<file path="src/rtl/vga_timing_receiver.sv">
// Receive-side VGA timing monitor: recovers pixel coordinates and sync strobes, measures
// line/frame geometry against the expected mode, declares lock and counts violations.
module vga_timing_receiver #(
  parameter int unsigned H_RES       = 640,
  parameter int unsigned V_RES       = 480,
  parameter int unsigned H_TOTAL     = 800,
  parameter int unsigned V_TOTAL     = 525,
  parameter int unsigned SYNC_ACTIVE = 0,
  parameter int unsigned CORDW       = 16,
  parameter int unsigned ERRW        = 8
) (
  input  logic             clk_pix,
  input  logic             rst,
  input  logic             hsync,
  input  logic             vsync,
  input  logic             de,
  output logic [CORDW-1:0] rx_x,
  output logic [CORDW-1:0] rx_y,
  output logic             rx_valid,
  output logic             line_start,
  output logic             frame_start,
  output logic             locked,
  output logic [CORDW-1:0] h_total_meas,
  output logic [CORDW-1:0] v_total_meas,
  output logic             timing_err,
  output logic [ERRW-1:0]  err_count
);

  localparam logic             SyncLvl = (SYNC_ACTIVE != 0);
  localparam logic [CORDW-1:0] CntMax  = '1;
  localparam logic [CORDW-1:0] HRes    = CORDW'(H_RES);
  localparam logic [CORDW-1:0] VRes    = CORDW'(V_RES);
  localparam logic [CORDW-1:0] HTotal  = CORDW'(H_TOTAL);
  localparam logic [CORDW-1:0] VTotal  = CORDW'(V_TOTAL);

  typedef enum logic [1:0] {StSearch, StCheck, StLocked} state_e;

  function automatic logic [CORDW-1:0] sat_inc(input logic [CORDW-1:0] v);
    return (v == CntMax) ? v : v + CORDW'(1);
  endfunction

  logic hs1_q, vs1_q, de1_q, hs2_q, vs2_q, de2_q;
  logic [CORDW-1:0] h_cnt_q, h_cnt_d, act_cnt_q, act_cnt_d;
  logic [CORDW-1:0] v_cnt_q, v_cnt_d, act_lines_q, act_lines_d;
  logic [CORDW-1:0] h_meas_q, h_meas_d, v_meas_q, v_meas_d;
  logic [CORDW-1:0] rx_x_q, rx_x_d, rx_y_q, rx_y_d;
  logic             rx_valid_q, rx_valid_d, line_start_q, frame_start_q;
  logic             timing_err_q, timing_err_d, viol_seen_q, viol_seen_d;
  logic [ERRW-1:0]  err_cnt_q, err_cnt_d;
  state_e           state_q, state_d;

  logic             hs_edge, vs_edge, viol;
  logic [CORDW-1:0] line_len, line_act, frame_lines, frame_act;

  always_comb begin
    hs_edge  = (hs1_q == SyncLvl) && (hs2_q != SyncLvl);
    vs_edge  = (vs1_q == SyncLvl) && (vs2_q != SyncLvl);
    line_len = sat_inc(h_cnt_q);
    line_act = de1_q ? sat_inc(act_cnt_q) : act_cnt_q;

    // A line closing in the same cycle as the frame still belongs to that frame.
    frame_lines = hs_edge ? sat_inc(v_cnt_q) : v_cnt_q;
    frame_act   = (hs_edge && line_act != '0) ? sat_inc(act_lines_q) : act_lines_q;

    viol = (hs_edge && (line_len != HTotal || (line_act != '0 && line_act != HRes)))
        || (vs_edge && (frame_lines != VTotal || frame_act != VRes))
        || (!hs_edge && h_cnt_q == CntMax - CORDW'(1))
        || (hs_edge && !vs_edge && v_cnt_q == CntMax - CORDW'(1));

    h_cnt_d     = hs_edge ? '0 : sat_inc(h_cnt_q);
    act_cnt_d   = hs_edge ? '0 : line_act;
    v_cnt_d     = vs_edge ? '0 : frame_lines;
    act_lines_d = vs_edge ? '0 : frame_act;
    h_meas_d    = hs_edge ? line_len : h_meas_q;
    v_meas_d    = vs_edge ? frame_lines : v_meas_q;

    rx_x_d = rx_x_q;
    if (de1_q && !de2_q)  rx_x_d = '0;
    else if (de1_q)       rx_x_d = rx_x_q + CORDW'(1);
    rx_y_d = rx_y_q;
    if (vs_edge)             rx_y_d = '0;
    else if (!de1_q && de2_q) rx_y_d = rx_y_q + CORDW'(1);
    rx_valid_d = de1_q && (state_q == StLocked);
  end

  always_comb begin
    state_d      = state_q;
    viol_seen_d  = viol_seen_q;
    timing_err_d = 1'b0;
    err_cnt_d    = err_cnt_q;
    unique case (state_q)
      StSearch: begin
        if (vs_edge) begin
          state_d     = StCheck;
          viol_seen_d = 1'b0;
        end
      end
      StCheck: begin
        if (vs_edge) begin
          if (!(viol_seen_q || viol)) state_d = StLocked;
          viol_seen_d = 1'b0;
        end else if (viol) begin
          viol_seen_d = 1'b1;
        end
      end
      StLocked: begin
        if (viol) begin
          timing_err_d = 1'b1;
          err_cnt_d    = (err_cnt_q == '1) ? err_cnt_q : err_cnt_q + ERRW'(1);
          state_d      = StSearch;
        end
      end
      default: state_d = StSearch;
    endcase
  end

  always_ff @(posedge clk_pix) begin
    if (rst) begin
      // Sync stages start inactive so reset cannot fabricate a leading edge.
      {hs1_q, vs1_q, hs2_q, vs2_q} <= {4{~SyncLvl}};
      {de1_q, de2_q}               <= 2'b00;
      h_cnt_q       <= '0;
      act_cnt_q     <= '0;
      v_cnt_q       <= '0;
      act_lines_q   <= '0;
      h_meas_q      <= '0;
      v_meas_q      <= '0;
      rx_x_q        <= '0;
      rx_y_q        <= '0;
      rx_valid_q    <= 1'b0;
      line_start_q  <= 1'b0;
      frame_start_q <= 1'b0;
      timing_err_q  <= 1'b0;
      viol_seen_q   <= 1'b0;
      err_cnt_q     <= '0;
      state_q       <= StSearch;
    end else begin
      {hs1_q, vs1_q, de1_q} <= {hsync, vsync, de};
      {hs2_q, vs2_q, de2_q} <= {hs1_q, vs1_q, de1_q};
      h_cnt_q       <= h_cnt_d;
      act_cnt_q     <= act_cnt_d;
      v_cnt_q       <= v_cnt_d;
      act_lines_q   <= act_lines_d;
      h_meas_q      <= h_meas_d;
      v_meas_q      <= v_meas_d;
      rx_x_q        <= rx_x_d;
      rx_y_q        <= rx_y_d;
      rx_valid_q    <= rx_valid_d;
      line_start_q  <= hs_edge;
      frame_start_q <= vs_edge;
      timing_err_q  <= timing_err_d;
      viol_seen_q   <= viol_seen_d;
      err_cnt_q     <= err_cnt_d;
      state_q       <= state_d;
    end
  end

  assign rx_x         = rx_x_q;
  assign rx_y         = rx_y_q;
  assign rx_valid     = rx_valid_q;
  assign line_start   = line_start_q;
  assign frame_start  = frame_start_q;
  assign locked       = (state_q == StLocked);
  assign h_total_meas = h_meas_q;
  assign v_total_meas = v_meas_q;
  assign timing_err   = timing_err_q;
  assign err_count    = err_cnt_q;

endmodule

</file>
<file path="config.mk">
export PLATFORM = sky130hd
export DESIGN_NAME = vga_timing_receiver
export DESIGN_NICKNAME = d
export VERILOG_FILES = /design/src/rtl/vga_timing_receiver.sv
export SDC_FILE = /design/constraint.sdc
export NUM_CORES = 1
export LEC_CHECK = 0
export BUFFER_PORTS_ARGS = -buffer_cell sky130_fd_sc_hd__buf_2
export CAP_MARGIN = 5
export CORE_ASPECT_RATIO = 1.5
export CORE_UTILIZATION = 60
export CTS_BUF_LIST = sky130_fd_sc_hd__clkbuf_8
export DETAILED_ROUTE_END_ITERATION = 12
export PLACE_DENSITY = 0.82
export SETUP_SLACK_MARGIN = 0.3
export SYNTH_ARGS = -nofsm -noshare
export SYNTH_HDL_FRONTEND = slang
export SYNTH_SLANG_ARGS = --single-unit
</file>
<file path="constraint.sdc">
create_clock -name clk_pix -period 4.8 [get_ports clk_pix]
set_clock_uncertainty 0.15 [all_clocks]
set_input_delay 0.96 -clock clk_pix [delete_from_list [all_inputs] [get_ports clk_pix]]
set_output_delay 0.96 -clock clk_pix [all_outputs]
set_load 0.05 [all_outputs]
</file>
==> results.py, run 1 <==
metrics = {
    "sta": {
        "slew_headroom": 0.243,
        "tightest_slew_ps": 1140,
        "fin_tns_setup_ps": 0,
        "slew_viol_final": 0,
        "setup_viol": 0,
        "min_period_ps": 4320,
        "clock.fmax_ghz": 0.231,
        "rsz0062_at_grt": "false",
        "whs_ps": 304,
        "hold_viol_final": 0,
        "setup_ws_ps": 480,
        "fin_crit_sh": 0.900,
    },
    "die": {
        "die_area_um2": 12200,
        "dieWidth_um": 90.4,
        "rows": 48,
        "coreArea_um2": 11500,
        "die_h_um": 135,
        "num_io_pins": 82,
        "initial_core_util": 0.612,
    },
    "power_and_ir_drop": {
        "power_uw": 2350,
        "powerDensity_nw_per_um2": 293,
        "power_leakage_uw": 0.00317,
        "vdd_ir_drop_max_mv": 0.222,
    },
    "logic_synthesis": {
        "synthTopCellsByArea": "dfxtp_1 42%, nor2_1 6.5%, xor2_1 4.6%",
        "yosysMostFrequentCell": "dfxtp_1",
        "synth_edf_count": 0,
        "syn_area_um2": 7030,
        "synth_top_area_frac": 0.425,
        "yosys_warnings": 0,
        "ys_ff_latch": 149,
        "avgSynthCellArea_um2": 8.41,
        "async_flop_share": 0,
        "ys_seq_area_frac": 0.425,
        "synth_top_flop_cell": "dfxtp_1",
        "yosysUniqueCellTypes": 65,
        "synth_top_area_cell": "dfxtp_1",
        "syn_nets": 849,
        "syn_inst": 835,
        "synth_top_cells_by_count": "149 x dfxtp_1, 122 x nor2_1, 83 x nand2_1",
    },
    "grt": {
        "antenna_found_initial": 0,
        "grt_overflow": 0,
        "busiest_layer": "met2",
        "gr-usage-all-layers": 0.262,
        "grt_max_degree": 34,
        "grt_pass1_vias": 5797,
        "grtUsageMet3": 0.0501,
        "grt_pass1_wl_mm": 26.1,
        "grt_util_met1": 0.296,
        "use_met2": 0.472,
    },
    "critical_path": {
        "crit_required_ps": 5020,
        "critical_path_arrival_ps": 4540,
        "critPathCaptureType": "flop",
        "crit_type": "reg2reg",
        "startpoint_type": "flop",
        "crit_fanout": 17,
    },
    "placement": {
        "dp_hpwl_mm": 10.9,
        "post-place-ws_ps": 174,
        "gp_congestion": 0.882,
        "io_buffer_count": 81,
    },
    "layout": {
        "final_util": 0.699,
        "drive_above_1_share": 0.163,
        "syn2layout_area_growth_pct": 14.1,
        "antenna_cells": 0,
        "layout.nets": 926,
    },
    "route": {
        "routed_wl_mm": 15.3,
        "wl_per_cell_um": 14.2,
        "first_iter_violations": 370,
        "drc_errors": 0,
        "antenna_left": 0,
        "via_per_inst": 5.79,
        "routed-via-count": 6212,
        "first_pass_iters": 5,
    },
    "cts": {
        "htreeDepth": 4,
        "root_buffer": "clkbuf_8",
        "clkTransAtPathRegs_ps": 80,
        "cts_inserted_buffers": 17,
        "postCtsHoldBufs": 0,
        "cts_tree": "built",
        "cts.sinks": 149,
        "clock_latency_ps": 440,
        "cts_buffer_depth": 2,
    },
    "job": {
        "maxCapViolations": 0,
    },
    "min_path": {
        "hp-class": "reg2reg",
    },
    "status": {
        "status": "completed",
    },
}
-- stage by stage --
stage / cells / cell area, µm²
5_1_grt: 1073 / 8020
3_3_place_gp: 1039 / 7530
3_5_place_dp: 1039 / 7530
2_1_floorplan: 835 / 7030
6_report: 1073 / 8020
4_1_cts: 1072 / 7970
-- cell type report --
class | instances | area, µm²
multi-input cells | 630 | 3860
fillers | 934 | 3450
flip-flops and latches | 149 | 2990
repair buffers | 95 | 514
clock buffers | 18 | 248
well taps | 150 | 188
clock inverters | 12 | 155
inverters | 19 | 71.3
-- timing repair --
| action | 4_1_cts | 5_1_grt |
|---|---|---|
| pin swaps | 2 | 1 |
| endpoints found under the setup margin | 7 | 10 |
| setup buffers | 3 | 1 |
| resized for setup | 2 | 9 |
| cloned | 0 | 0 |
-- state kept, by name, indices dropped and copies added, names as in the netlist, 16 cells and up --
signal	cells
v_total_meas	16
rx_x	16
h_total_meas	16
h_cnt_q	16
act_cnt_q	16
rx_y	16
act_lines_q	16
v_cnt_q	16
-- metal layers --
layer / routed length (µm) / vias to the layer above
met2: 7990 / 167
met3: 578 / 38
met1: 6260 / 2904
li1: - / 3103
met4: 434 / 0
met5: 0 / -
-- power by group --
group          internal [µW]  switching (µW)  total (µW)
combinational           31.4            73.4         105
clock                    524             468         991
sequential              1250            10.4        1260
-- worst max-delay path: stages, from the launching register on --
cell and delay [ps]:
dfxtp_1 410, ha_2 290, nand4_1 110, buf_4 190, o41ai_4 360, mux2_4 210
o211ai_1 100, or4_1 570, buf_4 190, o211a_1 350, and3_1 260, xnor2_2 210
nor4_4 80, buf_6 160, or4_1 460, a21oi_1 150
-- placed cells by master (no fill, tap or decap), types with 7 or more instances in the layout --
cell type | Yosys | final
dfxtp_1 | 149 | 147
nor2_1 | 122 | 122
nand2_1 | 83 | 83
buf_2 | 6 | 81
o21ai_0 | 54 | 54
nand3_1 | 38 | 38
xor2_1 | 37 | 37
xnor2_1 | 34 | 33
nand4_1 | 28 | 28
and3_1 | 27 | 27
a21oi_1 | 23 | 23
inv_1 | 19 | 20
nor3_1 | 21 | 20
clkbuf_8 | 0 | 18
mux2i_1 | 15 | 15
buf_4 | 0 | 13
or4_1 | 11 | 11
nand2b_1 | 10 | 10
nor2b_1 | 9 | 9
nor4_1 | 10 | 9
o31ai_1 | 8 | 8
or3_1 | 8 | 8
and4_1 | 7 | 7
o211ai_1 | 7 | 7
ha_1 | 9 | 7
-- cell families (layout without fill, tap and decap cells) --
| group | after synthesis | after routing | share of synthesized area |
|---|---|---|---|
| DFF | 149 | 149 | 0.425 |
| xor gates and xnor gates | 71 | 71 | 0.0885 |
| muxes | 17 | 17 | 0.0251 |
| adders and majority gates | 9 | 9 | 0.0160 |
| and+or+nand+nor | 402 | 402 | 0.291 |
| buffers and inverters | 56 | 144 | 0.0331 |
| AOI/OAI and AO/OA | 131 | 131 | 0.121 |
-- worst paths after layout --
| path | start | to | slack, ps | cells past startpoint |
|---|---|---|---|---|
| max | act_cnt_q[1] | err_count[5] | 480 | 15 |
| min | h_total_meas[13] | h_total_meas[13] | 300 | 2 |
| max reg2reg | act_cnt_q[1] | err_count[5] | 480 | 15 |
| min reg2reg | h_total_meas[13] | h_total_meas[13] | 300 | 2 |
(Power assumes the default switching activity.)
==> run 2: changes to the inputs <==
==> constraint.sdc (replaced) <==
create_clock -name clk_pix -period 4.2 [get_ports clk_pix]
set_clock_uncertainty 0.15 [all_clocks]
set_input_delay 0.84 -clock clk_pix [delete_from_list [all_inputs] [get_ports clk_pix]]
set_output_delay 0.84 -clock clk_pix [all_outputs]
set_load 0.05 [all_outputs]
==> results.py, run 2 (synthesis gave the netlist of run 1 again) <==
metrics = {
    "status": {
        "status": "completed",
    },
    "grt": {
        "grt_max_degree": 36,
        "grt_pass1_wl_mm": 26.6,
        "antenna_found_initial": 0,
        "grt_pass1_vias": 5890,
        "gr-usage-all-layers": 0.267,
        "grt_overflow": 0,
    },
    "layout": {
        "syn2layout_area_growth_pct": 19.2,
        "final_util": 0.730,
        "antenna_cells": 0,
        "final_cell_mix": "140 x dfxtp_1, 121 x nor2_1, 83 x nand2_1",
        "fin_cells": 1096,
        "final_common_cell": "dfxtp_1",
        "layout.nets": 950,
        "drive_above_1_share": 0.207,
    },
    "route": {
        "routed_wl_mm": 15.8,
        "first_pass_iters": 6,
        "first_iter_violations": 346,
        "drc_errors": 0,
        "via_per_inst": 5.76,
        "routed-via-count": 6318,
        "met2_length_mm": 8.21,
        "top_layer": "met4",
        "wl_per_cell_um": 14.4,
        "wl_met1_mm": 6.61,
        "antenna_left": 0,
        "met3WireLength_um": 604,
    },
    "die": {
        "initial_core_util": 0.612,
        "die_area_um2": 12200,
        "rows": 48,
        "die_h_um": 135,
        "dieWidth_um": 90.4,
        "coreArea_um2": 11500,
        "num_io_pins": 82,
    },
    "sta": {
        "tightest_slew_ps": 1190,
        "hold_viol_final": 0,
        "clock.fmax_ghz": 0.246,
        "fin_tns_setup_ps": 0,
        "min_period_ps": 4070,
        "setup_viol": 0,
        "rsz0062_at_grt": "true",
        "slew_headroom": 0.205,
        "fin_crit_sh": 0.969,
        "slew_viol_final": 0,
    },
    "cts": {
        "cts_tree": "built",
        "clkTransAtPathRegs_ps": 80,
        "htreeDepth": 4,
        "clock_latency_ps": 450,
        "postCtsHoldBufs": 0,
        "cts_buffer_depth": 2,
        "cts_inserted_buffers": 17,
        "root_buffer": "clkbuf_8",
        "cts.sinks": 149,
    },
    "critical_path": {
        "crit_fanout": 7,
        "critPathCaptureType": "flop",
        "startpoint_type": "flop",
        "crit_required_ps": 4420,
        "crit_type": "reg2reg",
        "critical_path_arrival_ps": 4300,
    },
    "power_and_ir_drop": {
        "power_uw": 2740,
        "power_leakage_uw": 0.00329,
        "vdd_ir_drop_max_mv": 0.290,
        "powerDensity_nw_per_um2": 328,
    },
    "placement": {
        "gp_congestion": 0.911,
        "dp.cells": 1052,
        "io_buffer_count": 81,
        "dp_hpwl_mm": 10.7,
    },
    "min_path": {
        "hp-class": "reg2reg",
    },
    "job": {
        "maxCapViolations": 0,
    },
}
[run 2: cell count changes in the layout (fill, tap and decap cells not counted), sizes merged]
cell / before / now
clkbuf: 18 / 19
buf: 95 / 119
clkinv: 1 / 4
bufinv: 3 / 4
clkinvlp: 4 / 1
inv: 23 / 20
[run 2: worst paths after layout]
check,startpoint,end,slack (ps),cells past startpoint
max,act_cnt_q[1],err_count[7],130,15
min,v_total_meas[3],v_total_meas[3],300,2
max reg2reg,act_cnt_q[1],err_count[7],130,15
min reg2reg,v_total_meas[3],v_total_meas[3],300,2
[run 2: area by class of cell]
| class | count | area [µm²] |
|---|---|---|
| fill | 908 | 3100 |
| sequential | 149 | 3000 |
| inverter | 19 | 71.3 |
| clock inverter | 10 | 159 |
| multi-input combinational | 630 | 3990 |
| timing repair buffer | 119 | 706 |
| tap | 150 | 188 |
| clock buffer | 19 | 262 |
[run 2: what timing repair did]
item                                   CTS  global route
endpoints found under the hold margin    0             0
setup buffers                           10             4
resized for setup                       23            15
gates cloned                             1             0
pin swaps                                9             7
setup endpoints to repair               11            12
[run 2: worst max-delay path, stage by stage (launching register included)]
cell       delay, ps
dfxtp_4          360
ha_4             170
nand4_1          160
buf_4            160
nor4_4            40
or4_1            500
o311a_1          130
or4_4            580
or4_4            530
a211oi_4         240
o2111ai_2        160
nor4_4           280
buf_4            200
buf_6            110
o31ai_1           70
a21oi_1          160
[run 2: per-stage QoR]
stage                     setup slack (ps)  instance area, µm²  hold WS [ps]
after floorplan                        174                7100           284
after global placement                 151                7690           279
after detailed placement             -26.1                7690           287
after CTS                              211                8290           305
after global routing                 -26.9                8370           322
final                                  129                8370           298
[run 2: metal layers]
metal | track usage | vias to the layer above
li1 | - | 3146
met1 | 0.301 | 2945
met2 | 0.486 | 188
met3 | 0.0428 | 39
met4 | 0.134 | 0
met5 | 0 | -
[run 2: power breakdown]
| group | total, µW | switching [µW] | internal (µW) |
|---|---|---|---|
| logic | 131 | 89.1 | 41.5 |
| clock network | 1180 | 511 | 666 |
| registers | 1440 | 13.4 | 1420 |
==> run 3: changes to the inputs <==
--- a/config.mk
+++ b/config.mk
@@ -8,10 +8,10 @@
 export BUFFER_PORTS_ARGS = -buffer_cell sky130_fd_sc_hd__buf_2
 export CAP_MARGIN = 5
 export CORE_ASPECT_RATIO = 1.5
-export CORE_UTILIZATION = 60
-export CTS_BUF_LIST = sky130_fd_sc_hd__clkbuf_8
+export CORE_UTILIZATION = 58
+export CTS_BUF_LIST = sky130_fd_sc_hd__clkbuf_16
 export DETAILED_ROUTE_END_ITERATION = 12
-export PLACE_DENSITY = 0.82
+export PLACE_DENSITY = 0.79
 export SETUP_SLACK_MARGIN = 0.3
 export SYNTH_ARGS = -nofsm -noshare
 export SYNTH_HDL_FRONTEND = slang
==> results.py, run 3 (synthesis gave the netlist of run 1 again) <==
metrics = {
    "status": {
        "status": "completed",
    },
    "sta": {
        "fin_tns_setup_ps": 0,
        "fin_crit_sh": 0.962,
        "hold_viol_final": 0,
        "setup_viol": 0,
        "whs_ps": 292,
        "tightest_slew_ps": 1220,
        "rsz0062_at_grt": "true",
        "clock.fmax_ghz": 0.247,
        "min_period_ps": 4040,
        "slew_headroom": 0.185,
        "slew_viol_final": 0,
    },
    "critical_path": {
        "startpoint_type": "flop",
        "r2r-start": "act_cnt_q[1]",
        "crit_chain": "ha_4 > nand4_1 > buf_4 > nor4_4 > or4_1 > o311a_1 > or4_4 > buf_6 > buf_6 > o211a_4 > and3_4 > xnor2_4 > nor4_4 > buf_12 > or4_1 > a21oi_2",
        "worstRegToRegCells": 16,
        "critPathSlowestCell": "or4_1",
        "crit_type": "reg2reg",
        "crit_required_ps": 4400,
        "endpoint": "err_count[5]",
        "critical_path_arrival_ps": 4240,
        "max_stage_delay_ps": 540,
        "startpoint": "act_cnt_q[1]",
        "crit_fanout": 16,
        "reg2reg_slack_ps": 160,
        "critPathCaptureType": "flop",
        "rr_endpoint": "err_count[5]",
    },
    "power_and_ir_drop": {
        "powerDensity_nw_per_um2": 362,
        "p_sw_frac": 0.219,
        "clock_power_share": 0.499,
        "power_leakage_uw": 0.00344,
        "power.internal_uw": 2460,
        "pwr-share-comb": 0.045,
        "vdd_ir_drop_max_mv": 0.303,
        "seqPwrFrac": 0.456,
        "power_switching_uw": 687,
        "power_uw": 3150,
    },
    "die": {
        "num_io_pins": 82,
        "die_area_um2": 12600,
        "initial_core_util": 0.603,
        "die_h_um": 137,
        "coreArea_um2": 11700,
        "rows": 48,
        "dieWidth_um": 91.9,
    },
    "grt": {
        "antenna_found_initial": 0,
        "grt_max_degree": 47,
        "use_met2": 0.515,
        "grt_pass1_wl_mm": 28.4,
        "gr-usage-all-layers": 0.279,
        "grt_overflow": 0,
        "grt_util_met1": 0.306,
        "grtUsageMet3": 0.0417,
        "busiest_layer": "met2",
        "grt_pass1_vias": 6278,
    },
    "min_path": {
        "hp-class": "reg2reg",
    },
    "layout": {
        "final_util": 0.746,
        "layout.nets": 954,
        "final_cell_mix": "133 x dfxtp_1, 120 x nor2_1, 82 x nand2_1",
        "drive_above_1_share": 0.233,
        "antenna_cells": 0,
        "syn2layout_area_growth_pct": 23.7,
        "final_common_cell": "dfxtp_1",
        "fillers": 887,
    },
    "cts": {
        "clock_latency_ps": 420,
        "cts.sinks": 149,
        "htreeDepth": 4,
        "cts_inserted_buffers": 17,
        "cts_tree": "built",
        "cts_buffer_depth": 2,
        "root_buffer": "clkbuf_16",
        "clkTransAtPathRegs_ps": 60,
    },
    "placement": {
        "io_buffer_count": 81,
        "dp_hpwl_mm": 11.7,
        "gp_congestion": 0.903,
    },
    "route": {
        "first_pass_iters": 5,
        "antenna_left": 0,
        "first_iter_violations": 456,
        "wl_per_cell_um": 15.7,
        "routed_wl_mm": 17.3,
        "via_per_inst": 5.94,
        "routed-via-count": 6556,
        "drc_errors": 0,
    },
    "job": {
        "maxCapViolations": 0,
    },
}
==> run 3: cell types whose count changed in the layout (fill, tap and decap cells not counted), moves of 3 or more <==
cell and delta:
clkbuf_8 -19, dfxtp_4 +4, dfxtp_1 -7, clkbuf_16 +17, or4_1 -4, a21oi_2 +3, a21oi_1 -3, dfxtp_2 +3
or4_4 +4
==> run 3: worst min-delay path by stage <==
stage	start	end	cells after the start
floorplan	hs1_q	hs2_q	2
global placement	v_total_meas[14]	v_total_meas[14]	2
detailed placement	v_total_meas[0]	v_total_meas[0]	2
CTS	v_total_meas[0]	v_total_meas[0]	2
global route	v_total_meas[2]	v_total_meas[2]	2
finish	v_total_meas[0]	v_total_meas[0]	2
==> run 3: final cells by class <==
class / instances / area (µm²) / area share
inverter: 19 / 71.3 / 0.00821
multi-input combinational: 630 / 4050 / 0.466
tap: 150 / 188 / 0.0216
clock buffer: 17 / 425 / 0.0489
clock inverter: 15 / 191 / 0.0220
timing repair buffer: 123 / 748 / 0.0861
sequential: 149 / 3020 / 0.347
==> run 3: per-stage QoR <==
stage               cells  cell area (µm²)  setup slack, ps
CTS                  1095             8480              153
finish               1103             8690              160
detailed placement   1052             7700            -28.2
floorplan             835             7100              174
global placement     1052             7700              159
global route         1103             8690             86.4
==> run 3: timing repair <==
item / CTS / global route
hold buffers: 0 / 0
gates resized for setup: 20 / 42
endpoints found under the setup margin: 12 / 12
setup buffers: 11 / 8
pin swaps: 10 / 15
==> run 3: layer usage <==
metal | routed length (µm) | vias up
met2 | 9260 | 228
met3 | 763 | 47
met4 | 491 | 0
li1 | - | 3163
met1 | 6820 | 3118
met5 | 0 | -
==> run 3: power by group through the flow <==
stage | clock, µW | sequential (µW) | combinational, µW
3_3_place_gp | 0 | 1470 | 118
5_1_grt | 1650 | 1440 | 152
3_5_place_dp | 0 | 1470 | 124
4_1_cts | 1590 | 1440 | 133
2_1_floorplan | 0 | 1480 | 77.9
6_report | 1570 | 1440 | 141
==> run 3: worst max-delay path, delay by kind of cell, from the launching register on <==
kind                       cells  cell delay [ps]
AOI/OAI and AO/OA              3              550
xor gates and xnor gates       1              200
adders and majority gates      1              160
buffers and inverters          4              550
DFF                            1              350
and+or+nand+nor                7             2000
